===== config.mk =====
export PLATFORM = sky130hd
export DESIGN_NAME = antirrebotes_multi_flat
export DESIGN_NICKNAME = d
export VERILOG_FILES = /design/src/rtl/antirrebotes_pkg.sv /design/src/rtl/antirrebotes_multi_if.sv /design/src/rtl/antirrebotes_ch.sv /design/src/rtl/antirrebotes_multi.sv /design/src/flat_wrapper.sv
export SDC_FILE = /design/constraint.sdc
export NUM_CORES = 1
export LEC_CHECK = 0
export BUFFER_PORTS_ARGS = -buffer_cell sky130_fd_sc_hd__buf_2
export CORE_AREA = 3 3 131 95
export DETAILED_ROUTE_END_ITERATION = 6
export DIE_AREA = 0 0 134 98
export HOLD_SLACK_MARGIN = 0.05
export PLACE_DENSITY = 0.75
export SLEW_MARGIN = 20
export SYNTH_ARGS = -nofsm -noshare
export SYNTH_HDL_FRONTEND = slang
export SYNTH_SLANG_ARGS = --single-unit

===== constraint.sdc =====
create_clock -name Clk -period 2.25 [get_ports Clk]
set_clock_uncertainty 0.2 [all_clocks]
set_input_delay 0.45 -clock Clk [delete_from_list [all_inputs] [get_ports Clk]]
set_output_delay 0.45 -clock Clk [all_outputs]
set_load 0.005 [all_outputs]

===== src/rtl/antirrebotes_pkg.sv =====
// antirrebotes_pkg: channel state encoding and default timing constants.
package antirrebotes_pkg;

    typedef enum logic [1:0] {
        IDLE         = 2'd0,
        PRESS_LOCK   = 2'd1,
        HELD         = 2'd2,
        RELEASE_LOCK = 2'd3
    } state_t;

    localparam int CLK_HZ      = 50_000_000;
    localparam int T_DEB_300MS = CLK_HZ / 1000 * 300;

endpackage


===== src/rtl/antirrebotes_multi_if.sv =====
// antirrebotes_multi_if: raw button inputs and per-channel debounced outputs.
interface antirrebotes_multi_if #(
    parameter int N_CH = 4
);

    logic [N_CH-1:0] i_boton0;
    logic [N_CH-1:0] o_boton;
    logic [N_CH-1:0] o_press;
    logic [N_CH-1:0] o_release;
    logic [N_CH-1:0] o_repeat;

    modport master (
        output i_boton0,
        input  o_boton, o_press, o_release, o_repeat
    );

    modport slave (
        input  i_boton0,
        output o_boton, o_press, o_release, o_repeat
    );

endinterface


===== src/rtl/antirrebotes_ch.sv =====
// antirrebotes_ch: one button channel -- synchroniser, lockout FSM, press/release pulses.
// Auto-repeat is built only when ANTIRREBOTES_AUTOREPEAT_EN is defined.
module antirrebotes_ch
    import antirrebotes_pkg::*;
#(
    parameter int CNT_W       = 24,
    parameter int T_DEB       = T_DEB_300MS,
    parameter int T_RPT_FIRST = 25_000_000,
    parameter int T_RPT       = 5_000_000
)(
    input  logic Clk,
    input  logic Rst_n,
    input  logic i_boton0,
    output logic o_boton,
    output logic o_press,
    output logic o_release,
    output logic o_repeat
);

    localparam logic [CNT_W-1:0] LP_DEB_LAST = CNT_W'(T_DEB - 1);
    localparam logic [CNT_W-1:0] LP_ONE      = CNT_W'(1);

    logic [1:0]       r_sync;
    state_t           r_state, w_state_nxt;
    logic [CNT_W-1:0] r_cnt, w_cnt_nxt, w_cnt_inc;
    logic             r_boton, r_press, r_release;
    logic             w_boton_nxt, w_press_nxt, w_release_nxt;
    logic             w_sync, w_lock_end;

    assign w_sync     = r_sync[1];
    assign w_cnt_inc  = r_cnt + LP_ONE;
    assign w_lock_end = (r_cnt == LP_DEB_LAST);

`ifdef ANTIRREBOTES_AUTOREPEAT_EN
    localparam logic [CNT_W-1:0] LP_RPT_LAST   = CNT_W'(T_RPT_FIRST - 1);
    localparam logic [CNT_W-1:0] LP_RPT_RELOAD = CNT_W'(T_RPT_FIRST - T_RPT);
    logic r_repeat, w_repeat_nxt;
`endif

    always_comb begin
        w_state_nxt   = r_state;
        w_cnt_nxt     = '0;
        w_press_nxt   = 1'b0;
        w_release_nxt = 1'b0;
`ifdef ANTIRREBOTES_AUTOREPEAT_EN
        w_repeat_nxt  = 1'b0;
`endif
        case (r_state)
            IDLE: begin
                w_state_nxt = w_sync ? PRESS_LOCK : IDLE;
                w_press_nxt = w_sync;
            end
            PRESS_LOCK: begin
                if (w_lock_end) begin
                    w_state_nxt   = w_sync ? HELD : RELEASE_LOCK;
                    w_release_nxt = !w_sync;
                end else begin
                    w_cnt_nxt = w_cnt_inc;
                end
            end
            HELD: begin
                if (!w_sync) begin
                    w_state_nxt   = RELEASE_LOCK;
                    w_release_nxt = 1'b1;
                end
`ifdef ANTIRREBOTES_AUTOREPEAT_EN
                // Reload so every later repeat lands T_RPT cycles after the previous one
                else if (r_cnt == LP_RPT_LAST) begin
                    w_repeat_nxt = 1'b1;
                    w_cnt_nxt    = LP_RPT_RELOAD;
                end else begin
                    w_cnt_nxt = w_cnt_inc;
                end
`endif
            end
            RELEASE_LOCK: begin
                if (w_lock_end) begin
                    w_state_nxt = w_sync ? PRESS_LOCK : IDLE;
                    w_press_nxt = w_sync;
                end else begin
                    w_cnt_nxt = w_cnt_inc;
                end
            end
            default: w_state_nxt = IDLE;
        endcase
        w_boton_nxt = (w_state_nxt == PRESS_LOCK) || (w_state_nxt == HELD);
    end

    always_ff @(posedge Clk or negedge Rst_n) begin
        if (!Rst_n) begin
            r_sync    <= '0;
            r_state   <= IDLE;
            r_cnt     <= '0;
            r_boton   <= 1'b0;
            r_press   <= 1'b0;
            r_release <= 1'b0;
        end else begin
            r_sync    <= {r_sync[0], i_boton0};
            r_state   <= w_state_nxt;
            r_cnt     <= w_cnt_nxt;
            r_boton   <= w_boton_nxt;
            r_press   <= w_press_nxt;
            r_release <= w_release_nxt;
        end
    end

`ifdef ANTIRREBOTES_AUTOREPEAT_EN
    always_ff @(posedge Clk or negedge Rst_n) begin
        if (!Rst_n) r_repeat <= 1'b0;
        else        r_repeat <= w_repeat_nxt;
    end
    assign o_repeat = r_repeat;
`else
    assign o_repeat = 1'b0;
`endif

    assign o_boton   = r_boton;
    assign o_press   = r_press;
    assign o_release = r_release;

endmodule


===== src/rtl/antirrebotes_multi.sv =====
// antirrebotes_multi: N_CH independent push-button debouncers with press/release pulses.
// Optional auto-repeat pulses are enabled by defining ANTIRREBOTES_AUTOREPEAT_EN.
module antirrebotes_multi
    import antirrebotes_pkg::*;
#(
    parameter int N_CH        = 4,
    parameter int CNT_W       = 24,
    parameter int T_DEB       = T_DEB_300MS,
    parameter int T_RPT_FIRST = 25_000_000,
    parameter int T_RPT       = 5_000_000
)(
    input logic                 Clk,
    input logic                 Rst_n,
    antirrebotes_multi_if.slave bus
);

    logic [N_CH-1:0] w_boton, w_press, w_release, w_repeat;

    for (genvar g = 0; g < N_CH; g++) begin : g_ch
        antirrebotes_ch #(
            .CNT_W       (CNT_W),
            .T_DEB       (T_DEB),
            .T_RPT_FIRST (T_RPT_FIRST),
            .T_RPT       (T_RPT)
        ) u_ch (
            .Clk       (Clk),
            .Rst_n     (Rst_n),
            .i_boton0  (bus.i_boton0[g]),
            .o_boton   (w_boton[g]),
            .o_press   (w_press[g]),
            .o_release (w_release[g]),
            .o_repeat  (w_repeat[g])
        );
    end

    assign bus.o_boton   = w_boton;
    assign bus.o_press   = w_press;
    assign bus.o_release = w_release;
    assign bus.o_repeat  = w_repeat;

endmodule

===== src/flat_wrapper.sv =====
// flat-port wrapper written by rule: the top's interface ports become plain ports
module antirrebotes_multi_flat import antirrebotes_pkg::*;
#(
    parameter int N_CH        = 4,
    parameter int CNT_W       = 24,
    parameter int T_DEB       = T_DEB_300MS,
    parameter int T_RPT_FIRST = 25_000_000,
    parameter int T_RPT       = 5_000_000
)
  (Clk, Rst_n, bus_i_boton0, bus_o_boton, bus_o_press, bus_o_release, bus_o_repeat);
  antirrebotes_multi_if #(.N_CH(N_CH)) bus_i ();
  input logic Clk;
  input logic Rst_n;
  input wire logic [$bits(bus_i.i_boton0)-1:0] bus_i_boton0;
  output wire logic [$bits(bus_i.o_boton)-1:0] bus_o_boton;
  output wire logic [$bits(bus_i.o_press)-1:0] bus_o_press;
  output wire logic [$bits(bus_i.o_release)-1:0] bus_o_release;
  output wire logic [$bits(bus_i.o_repeat)-1:0] bus_o_repeat;
  assign bus_i.i_boton0 = bus_i_boton0;
  assign bus_o_boton = bus_i.o_boton;
  assign bus_o_press = bus_i.o_press;
  assign bus_o_release = bus_i.o_release;
  assign bus_o_repeat = bus_i.o_repeat;
  antirrebotes_multi #(.N_CH(N_CH), .CNT_W(CNT_W), .T_DEB(T_DEB), .T_RPT_FIRST(T_RPT_FIRST), .T_RPT(T_RPT)) u_core (.Clk(Clk), .Rst_n(Rst_n), .bus(bus_i));
endmodule

# Yosys cells after proc, flatten, opt, wreduce, memory -nomap -nowiden
# Index checks and enable logic that the tools add are counted.
[classes]
addsub = 4
n_eq_ne = 24
n_mux = 52
reduce_logical = 16
[op_table]
columns = ["op", "n"]
rows = [
  ["24-bit 2-to-1 mux", 8],
  ["24-bit by 1-bit adder with 24-bit output, second input constant", 4],
  ["24-bit == test, second input constant", 4],
  ["2-bit case mux with 4 select lines", 4],
  ["2-bit == test, second input constant", 12],
  ["2-bit 2-to-1 mux", 12],
  ["1-bit 2-to-1 mux", 20],
  ["2-bit by 1-bit == test with 1-bit output, second input constant", 8],
  ["1-bit case mux with 2 select lines", 8],
  ["2-bit zero test", 4],
  ["2-bit OR reduction", 4],
  ["1-bit zero test", 4],
  ["1-bit logical OR", 4],
]
[totals]
reg_bits = 124
out_inout_bits = 16
elab_cells = 120

# Longest topological paths before layout
[depth]
word_depth = 5
depth_mapped = 8
depth_no_buf = 7

# Cells and area by module
# Synthesis repeated with hierarchy kept, for this count alone.
[hier_totals]
cells_unflattened = 673
area_unflattened_um2 = 6755.2
[modules_own_cells]
columns = ["module", "n_inst", "cells_each", "area_each_um2", "seq_area_each_um2"]
rows = [
  ["antirrebotes_ch at u_core.g_ch[1].u_ch ...", 3, 169, 1691.6, 775.7],
  ["antirrebotes_ch at u_core.g_ch[0].u_ch", 1, 166, 1680.4, 775.7],
]

# Worst setup path after synthesis
# OpenSTA, ideal clock, no wires.
[synth_path]
kind = "register to register"
start = "register u_core.g_ch[1].u_ch.r_cnt[9]"
end = "register u_core.g_ch[1].u_ch.r_boton"
setup_ns = 0.125
arrival_ns = 2.035
required_ns = 1.925
slack_ns = -0.111
stages_incl_launch_ff = 8
synth_period_minus_slack_ns = 2.361
path_cell_list = "dfrtp_1 -> or4b_1 -> or4_1 -> buf_2 -> o21a_1 -> o31a_1 -> xnor2_1 -> mux2i_1"
[synth_between]
elab_chain_cells = 5
word_cells_on_any_way = 7
cone_classes = "eq/ne: 3; mux: 3; reduce/logical: 1"
[synth_lines]
columns = ["element", "line", "text"]
rows = [
  ["from (decl)", "antirrebotes_ch.sv:25", "logic [CNT_W-1:0] r_cnt, w_cnt_nxt, w_cnt_inc;"],
  ["from (signal assigned)", "antirrebotes_ch.sv:100", "r_cnt <= w_cnt_nxt;"],
  ["24-bit == test (*)", "antirrebotes_ch.sv:32", "assign w_lock_end = (r_cnt == LP_DEB_LAST);"],
  ["2-bit 2-to-1 mux, on equally long branches", "antirrebotes_ch.sv:77, antirrebotes_ch.sv:54", ""],
  ["2-bit case mux with 4 select lines (*)", "antirrebotes_ch.sv:48", "case (r_state)"],
  ["2-bit by 1-bit == test with 1-bit output / 2-bit == test (equally long branches)", "antirrebotes_ch.sv:86", "w_boton_nxt = (w_state_nxt == PRESS_LOCK) || (w_state_nxt == HELD);"],
  ["1-bit logical OR (*)", "antirrebotes_ch.sv:86", ""],
  ["net u_core.g_ch[1].u_ch.w_boton_nxt", "antirrebotes_ch.sv:27", "logic w_boton_nxt, w_press_nxt, w_release_nxt;"],
  ["to (signal assigned)", "antirrebotes_ch.sv:101", "r_boton <= w_boton_nxt;"],
  ["to (decl)", "antirrebotes_ch.sv:26", "logic r_boton, r_press, r_release;"],
]
# Mark *: on every way through the listed nets, which the timed path passes. The rest lies on a longest branch.

# Final worst setup path
# Same ends and word-level chain as after synthesis.

==> results.ini <==
[critical_path]
r2r-start=u_core.g_ch[1].u_ch.r_cnt[9]$_DFF_PN0_
start_kind=register
worstPathRequired_ps=2330
critical_path_class=reg -> reg
r2r_cells=6
endpoint=u_core.g_ch[1].u_ch.o_boton$_DFF_PN0_
crit_path_end_kind=register
worstReg2RegEnd=u_core.g_ch[1].u_ch.o_boton$_DFF_PN0_
critPathArrivalTime_ps=2530
path_max_fanout=6
rrSetupSlack_ps=-190
worstSetupStartpoint=u_core.g_ch[1].u_ch.r_cnt[9]$_DFF_PN0_

[layout]
fin_cells=892
antenna_cells=0
seq_area_mm2=0.003104
fillers=785
final_nets=758
postLayoutCellArea_mm2=0.007654
multi_input_area_mm2=0.003083
layout-drive-gt1-share=0.1759
fin_util=0.6901
area_delta_synth_final_pct=21.27

[place]
dp_cells=849
dpl.hpwl_um=8448
dp_slack_ps=-244.2
port_buffers=17
gp_congestion=0.8738
place_area_mm2=0.006854

[logic_synthesis]
yosys.area.top_type=dfrtp_1
postSynthCellCount=654
ys_types=44
syn_avg_cell_area_um2=9.650
synth_area_mm2=0.006311
synth_warnings=0
ys_ff_latch=124
async_reset_ff_frac=1.000
synth_edf_count=0
synth_ff_type=dfrtp_1
synthTopCellsByCount=dfrtp_1, nor2_1, xnor2_1
yosys-top-cells-area=dfrtp_1, nor2_1, xnor2_1, xor2_1, ha_1
yosysMostFrequentCell=dfrtp_1
yosysSeqAreaShare=0.4917
synth_top_area_frac=0.4917

[drt]
wl_per_cell_um=14.35
ant_nets=0
routed_wl_um=12800
vias=4780
avgViaCountPerCell=5.359
drtIter0Drc=246
drc=0
first_pass_iters=5

[flow_run]
maxCapViolCount=0

[timing]
fin_ws_ps=-194.5
hold_viol=0
finalSetupViolations=2
fin_crit_ps=2444
max_freq_ghz=0.4091
maxSlewViolCount=0
rsz0062_at_grt=true
min_period_over_period=1.086

[floorplanning]
die_x_um=134
initial_core_util=0.5690
core_mm2=0.01109
die-area_mm2=0.01313
io_pins=22
die_h_um=98
core.rowCount=32

[power]
p_per_area_mw_per_mm2=837.5
power_mw=6.410
peakVddDrop_uv=538.5
p_leak_nw=3.376

[clock_tree]
cts_root_buf=clkbuf_16
path_clk_slew_ps=50
ctsHtreeMaxLevel=4
clock_path_buffers=2
cts_sinks=124
cts_tree=built
clkLatencyLatePin_ps=410
cts_buffers=17

[outcome]
failed_checks=setup timing
status=complete, but fails checks

[global_routing]
grt_pass1_wl_um=21770
first_global_vias=4777
antenna_found_initial=0
grt_max_degree=51
grt_use_total=0.1999
grt.overflow.total=0

[hold_path]
min_path_type=reg -> reg

## final cells by class
cell class,instances,share of cell area
Clock inverter,7,0.008828
Sequential cell,124,0.4056
Tap cell,153,0.02501
Timing Repair Buffer,80,0.08141
Multi-Input combinational cell,474,0.4028
Inverter,31,0.01520
Clock buffer,23,0.06114
## cell families after synthesis
logic type,after synthesis,synth area share
simple gates,297,0.2337
mux,4,0.006542
buf+inv,59,0.04580
fa+ha+maj,24,0.04758
xor+xnor,81,0.1124
compound gates,64,0.06166
other cells,1,0.0005942
flops,124,0.4917
## repair_timing
action / in CTS / in global routing
setup endpoints to repair: 47 / 40
hold buffers: 5 / 0
buffers inserted: 1 / 7
hold endpoints to repair: 28 / 0
resized for setup: 5 / 24
pin swaps: 2 / 9
## metrics by stage
stage,hold WS (ps),setup TNS (ps)
floorplan,-45.59,-110.5
global placement,131.0,-159.5
detailed placement,135.5,-1803
CTS,147.6,-168.3
global route,148.1,-2148
finish,145.7,-300.8
## sequential cells by signal, summed over array words and instances, names as in the netlist
register,count
u_core.g_ch.u_ch.o_release,4
u_core.g_ch.u_ch.r_cnt,96
u_core.g_ch.u_ch.o_press,4
u_core.g_ch.u_ch.o_boton,4
u_core.g_ch.u_ch.r_sync,8
u_core.g_ch.u_ch.r_state,8
## worst min path at each step
| stage | slack (ps) | end | cells after the start | startpoint |
|---|---|---|---|---|
| after floorplan | -50 | u_core.g_ch[0].u_ch.o_boton$_DFF_PN0_ | 0 | Rst_n |
| after global placement | 130 | u_core.g_ch[0].u_ch.r_sync[1]$_DFF_PN0_ | 0 | u_core.g_ch[0].u_ch.r_sync[0]$_DFF_PN0_ |
| after detailed placement | 140 | u_core.g_ch[0].u_ch.r_sync[1]$_DFF_PN0_ | 0 | u_core.g_ch[0].u_ch.r_sync[0]$_DFF_PN0_ |
| after CTS | 150 | u_core.g_ch[3].u_ch.r_sync[1]$_DFF_PN0_ | 0 | u_core.g_ch[3].u_ch.r_sync[0]$_DFF_PN0_ |
| after global routing | 150 | u_core.g_ch[0].u_ch.r_sync[1]$_DFF_PN0_ | 0 | u_core.g_ch[0].u_ch.r_sync[0]$_DFF_PN0_ |
| final | 150 | u_core.g_ch[3].u_ch.r_sync[1]$_DFF_PN0_ | 0 | u_core.g_ch[3].u_ch.r_sync[0]$_DFF_PN0_ |
## worst max-delay path: stages, from the launching register on
cell and delay [ps]:
dfrtp_1 370, or4b_1 530, or4_4 480, o21a_1 190, o31a_1 270, xnor2_1 190, mux2i_1 90
## routing by layer
layer / global-route usage / up-vias / wire length (µm)
met4: 0.06245 / 0 / 61
met2: 0.3326 / 83 / 6344
met5: 0 / - / 0
li1: - / 2349 / -
met1: 0.2599 / 2340 / 5946
met3: 0.04943 / 8 / 444
## power breakdown
part	internal, mW	total (mW)	switching [mW]
Combinational	0.578	1.37	0.795
Clock	1.56	2.48	0.928
Sequential	2.41	2.55	0.142
Total	4.54	6.41	1.86
## layout by cell type, fill, tap and decap left out, types with 14 or more instances in the layout
cell       instances
a21oi_1           31
and3_1            14
buf_2             16
buf_4             55
clkbuf_16         17
dfrtp_1          123
ha_1              21
inv_1             31
nand2_1           38
nand3_1           32
nand4_1           19
nor2_1           118
nor3_1            16
o21ai_0           15
xnor2_1           41
xor2_1            40
(Power assumes the default switching activity.)
